--- src/rtl/adder_op_sequencer.sv ---
// Operand/result sequencer around a combinational ripple-carry adder: upstream valid/ready in, downstream valid/ready out.
// Latency: pair accepted in cycle N -> out_valid first high in cycle N+2+SETTLE_CYCLES; one result per SETTLE_CYCLES+3 cycles.
// Backpressure: in_ready is low from accept until the result is taken; out_sum holds while out_ready is low. Option macro: ADDER_SEQ_CARRY_EN adds out_carry.
module adder_op_sequencer #(
  parameter int WIDTH         = 8,
  parameter int SETTLE_CYCLES = 2
) (
  input  logic             clk,
  input  logic             reset,
  input  logic             in_valid,
  output logic             in_ready,
  input  logic [WIDTH-1:0] in_a,
  input  logic [WIDTH-1:0] in_b,
  output logic [WIDTH-1:0] add_a,
  output logic [WIDTH-1:0] add_b,
  input  logic [WIDTH-1:0] add_y,
  output logic             out_valid,
  input  logic             out_ready,
  output logic [WIDTH-1:0] out_sum
`ifdef ADDER_SEQ_CARRY_EN
  ,
  output logic             out_carry
`endif
);

  // Counter needs at least one bit even when there is no settle window.
  localparam int CW = (SETTLE_CYCLES > 0) ? $clog2(SETTLE_CYCLES + 1) : 1;
  localparam logic [CW-1:0] CNT_INIT = CW'(SETTLE_CYCLES);

  typedef enum logic [1:0] {
    IDLE   = 2'd0,
    SETTLE = 2'd1,
    HOLD   = 2'd2
  } state_t;

  state_t           state_q, state_d;
  logic             in_ready_q, in_ready_d;
  logic [WIDTH-1:0] add_a_q, add_a_d;
  logic [WIDTH-1:0] add_b_q, add_b_d;
  logic [CW-1:0]    cnt_q, cnt_d;
  logic             out_valid_q, out_valid_d;
  logic [WIDTH-1:0] out_sum_q, out_sum_d;
`ifdef ADDER_SEQ_CARRY_EN
  logic             out_carry_q, out_carry_d;
`endif

  // Next-state logic: operands only move on an IDLE accept, result only on settle expiry.
  always_comb begin
    state_d     = state_q;
    in_ready_d  = in_ready_q;
    add_a_d     = add_a_q;
    add_b_d     = add_b_q;
    cnt_d       = cnt_q;
    out_valid_d = out_valid_q;
    out_sum_d   = out_sum_q;
`ifdef ADDER_SEQ_CARRY_EN
    out_carry_d = out_carry_q;
`endif
    case (state_q)
      IDLE: begin
        in_ready_d = 1'b1;
        if (in_valid && in_ready_q) begin
          add_a_d    = in_a;
          add_b_d    = in_b;
          cnt_d      = CNT_INIT;
          in_ready_d = 1'b0;
          state_d    = SETTLE;
        end
      end
      SETTLE: begin
        if (cnt_q == '0) begin
          out_sum_d   = add_y;
`ifdef ADDER_SEQ_CARRY_EN
          // A wrapped unsigned sum is smaller than either operand.
          out_carry_d = (add_y < add_a_q);
`endif
          out_valid_d = 1'b1;
          state_d     = HOLD;
        end else begin
          cnt_d = cnt_q - CW'(1);
        end
      end
      HOLD: begin
        // in_ready rises only in the cycle after the result leaves: no pass-through.
        if (out_ready) begin
          out_valid_d = 1'b0;
          in_ready_d  = 1'b1;
          state_d     = IDLE;
        end
      end
      default: begin
        state_d = IDLE;
      end
    endcase
  end

  // State registers; reset drops any in-flight pair.
  always_ff @(posedge clk) begin
    if (reset) begin
      state_q     <= IDLE;
      in_ready_q  <= 1'b0;
      add_a_q     <= '0;
      add_b_q     <= '0;
      cnt_q       <= '0;
      out_valid_q <= 1'b0;
      out_sum_q   <= '0;
`ifdef ADDER_SEQ_CARRY_EN
      out_carry_q <= 1'b0;
`endif
    end else begin
      state_q     <= state_d;
      in_ready_q  <= in_ready_d;
      add_a_q     <= add_a_d;
      add_b_q     <= add_b_d;
      cnt_q       <= cnt_d;
      out_valid_q <= out_valid_d;
      out_sum_q   <= out_sum_d;
`ifdef ADDER_SEQ_CARRY_EN
      out_carry_q <= out_carry_d;
`endif
    end
  end

  assign in_ready  = in_ready_q;
  assign add_a     = add_a_q;
  assign add_b     = add_b_q;
  assign out_valid = out_valid_q;
  assign out_sum   = out_sum_q;
`ifdef ADDER_SEQ_CARRY_EN
  assign out_carry = out_carry_q;
`endif

endmodule

--- config.mk ---
export PLATFORM = sky130hd
export DESIGN_NAME = adder_op_sequencer
export DESIGN_NICKNAME = d
export VERILOG_FILES = /design/src/rtl/adder_op_sequencer.sv
export SDC_FILE = /design/constraint.sdc
export NUM_CORES = 1
export LEC_CHECK = 0
export CAP_MARGIN = 40
export CORE_ASPECT_RATIO = 0.75
export CORE_UTILIZATION = 40
export DETAILED_ROUTE_END_ITERATION = 7
export MAX_ROUTING_LAYER = met4
export PLACE_DENSITY = 0.77
export SLEW_MARGIN = 20
export SYNTH_ARGS = -nofsm -noshare
export SYNTH_HDL_FRONTEND = slang
export SYNTH_SLANG_ARGS = --single-unit
export TNS_END_PERCENT = 10
--- constraint.sdc ---
create_clock -name clk -period 1.7 [get_ports clk]
set_input_delay 0.34 -clock clk [delete_from_list [all_inputs] [get_ports clk]]
set_output_delay 0.34 -clock clk [all_outputs]
set_load 0.01 [all_outputs]
==> impl_metrics.tcl <==
set metrics [dict create \
    outcome "finished clean" \
    ant_nets 0 \
    path_delay_family "buffers and inverters" \
    rrSetupSlack_ns 0.23 \
    min_period_over_period_pct 90.83 \
    grt_pass1_vias 1066 \
    setup_viol 0 \
    synth-async-reset-ratio_pct 0 \
    fin_crit_ns 1.544 \
    dieArea_um2 3232 \
    hp-start "add_b[7]" \
    maxCapViolations 0 \
    fin_util_pct 68.80 \
    cp_data_required_time_ns 1.36 \
    synth_top_cell_by_area "dfxtp_1" \
    syn_inst 128 \
    clock.fmax_ghz 0.6476 \
    n_fill_cell 228 \
    path_cells "clkdlybuf4s50_1" \
    power_density_nw_per_um2 864.4 \
    syn-num-nets 158 \
    first_iter_violations 24 \
    cpPeakStageDelay_ns 0.55 \
    clock_path_buffers 2 \
    r2r_cells 5 \
    routed_wl_um 2791 \
    setup_slack_ns 0.1558 \
    cts_tree "yes" \
    clock-sinks 30 \
    start_util_pct 44.16 \
    pre_cts_slack_ns -0.03248 \
    yosysMostFrequentCell "dfxtp_1" \
    cts_root_buf "clkbuf_8" \
    drt-wirelength-per-cell_um 12.52 \
    clk_pin_slew_worst_paths_ns 0.06 \
    synthDistinctLibCells 26 \
    crit_path_start_kind "flop" \
    hpwl_um 2076 \
    diodes 0 \
    path_buf_inv 1 \
    crit_slowest_cell "clkdlybuf4s50_1" \
    reg2reg_from "cnt_q[0]" \
    cts_made_buffers 5 \
    netlist_area_um2 1202 \
    yosysTopAreaCellShare_pct 49.95 \
    synth_top_cells_by_area "dfxtp_1 (50%), nand2_1 (7.8%), mux2i_1 (6.7%)" \
    rsz0062_at_grt "no" \
    ios 54 \
    portBuffers 53 \
    core.rowCount 16 \
    htree_num_levels 2 \
    vias 1049 \
    r2r_end "out_sum[1]" \
    yosysSeqAreaShare_pct 49.95 \
    yosys_warnings 0 \
    grt_first_pass_wirelength_um 4795 \
    finalHoldViolCount 0 \
    crit_start "in_ready" \
    crit_cells 1 \
    post_cts_resized 0 \
    postSynthAreaPerCell_um2 9.394 \
    synth_edf_count 0 \
    nNetsFinal 216 \
    hold_class "reg -> reg" \
    skew_ns 0.003445 \
    ir_worst_vdd_mv 0.6066 \
    clk_latency_ns 0.28 \
    power_uw 1619 \
    die_w_um 65.31 \
    grtUsageTotal_pct 20.87 \
    area_growth_pct 55.78 \
    vias_per_cell 4.704 \
    post_cts_buffers 0 \
    gp_congestion 0.7131 \
    end_kind "output port" \
    core_area_um2 2723 \
    max_slew.worst_pin.slew_ns 0.5132 \
    setup-tns-final_ns 0 \
    hold_buffers 0 \
    drive_above_1_share_pct 18.72 \
    critical_path_class "reg -> out" \
    cp_max_fo 4 \
    dr.pass1.iters 4 \
    slew_violations 0 \
    antenna_found_initial 0 \
    die_height_um 49.48 \
    synth_common_cells "dfxtp_1 (30), nand2_1 (25), nor2_1 (11)" \
    leakage_uw 0.0007170 \
    overflow 0 \
    crit_end "in_ready" \
    synth_seq_cells 30 \
    arrival_ns 1.20 \
    synth_ff_type "dfxtp_1" \
    relSlewSlack_pct 65.68 \
    grt_max_degree 17 \
    drc_errors 0 \
]
-- final cells by class --
type,count,area (µm²),share of cell area (%)
Sequential cell,30,600.6,32.06
Inverter,3,11.26,0.6012
Clock buffer,7,86.33,4.609
Timing Repair Buffer,59,575.6,30.73
Multi-Input combinational cell,87,549.3,29.33
Tap cell,36,45.04,2.405
Clock inverter,1,5.005,0.2672
-- logic make-up (layout without fill, tap and decap cells) --
logic type	count (synthesis)	in the layout	share of synthesized area [%]
mux	8	8	6.660
compound gates	22	22	13.11
flops	30	30	49.95
fa+ha+maj	2	2	2.081
simple gates	55	55	22.58
buf+inv	11	70	5.619
-- stage by stage --
step | hold WS (ns) | cells | instance area, µm²
floorplan | 0.4669 | 128 | 1202
global placement | 0.4417 | 215 | 1782
detailed placement | 0.4526 | 215 | 1782
CTS | 0.4611 | 223 | 1873
global route | 0.4905 | 223 | 1873
finish | 0.4588 | 223 | 1873
-- worst register-to-register path, cell delays in order, from the launching register on --
cell and delay, ns:
dfxtp_1 0.33, inv_1 0.07, ha_1 0.21, nand3b_1 0.40
mux2i_1 0.29, nor2_1 0.06
-- where the power goes --
part | internal [µW] | switching, µW
registers | 740 | 24.0
clock network | 326 | 248
logic | 165 | 117
total | 1230 | 389
-- worst min path at each step --
stage | endpoint | slack (ns) | depth (start not counted)
final | add_b[7] | 0.46 | 2
after global routing | add_b[6] | 0.49 | 2
after CTS | add_b[7] | 0.46 | 2
after detailed placement | add_b[7] | 0.45 | 2
after global placement | add_b[7] | 0.44 | 2
after floorplan | add_a[3] | 0.47 | 2
-- layout by cell type (no fill, tap or decap) --
cell             instances
clkdlybuf4s50_1         53
dfxtp_1                 30
nand2_1                 25
nor2_1                  11
nand2_2                  9
a21oi_2                  9
a21oi_1                  9
mux2i_1                  8
clkbuf_8                 6
buf_4                    6
inv_1                    3
nand3b_1                 2
o21ai_0                  2
ha_1                     2
nor4bb_4                 1
nand4bb_1                1
nor3b_2                  1
nor2_2                   1
a22o_1                   1
nand2b_1                 1
nor2b_1                  1
nor3_1                   1
a221oi_2                 1
and2b_1                  1
clkbuf_1                 1
clkinv_2                 1
-- state kept, by name (all words and copies together), names as in the netlist --
signal     flops
state_q        2
add_a          8
in_ready       1
out_valid      1
out_sum        8
add_b          8
cnt_q          2
-- metal layers --
layer | vias to the layer above | part of all wire [%] | track usage (%)
met5 | - | 0 | -
met3 | 3 | 8.5 | 9.028
li1 | 534 | - | -
met2 | 46 | 45 | 31.10
met4 | 0 | 0.97 | 8.696
met1 | 466 | 45 | 24.50
Note: power is estimated with default switching activity, not from simulation.
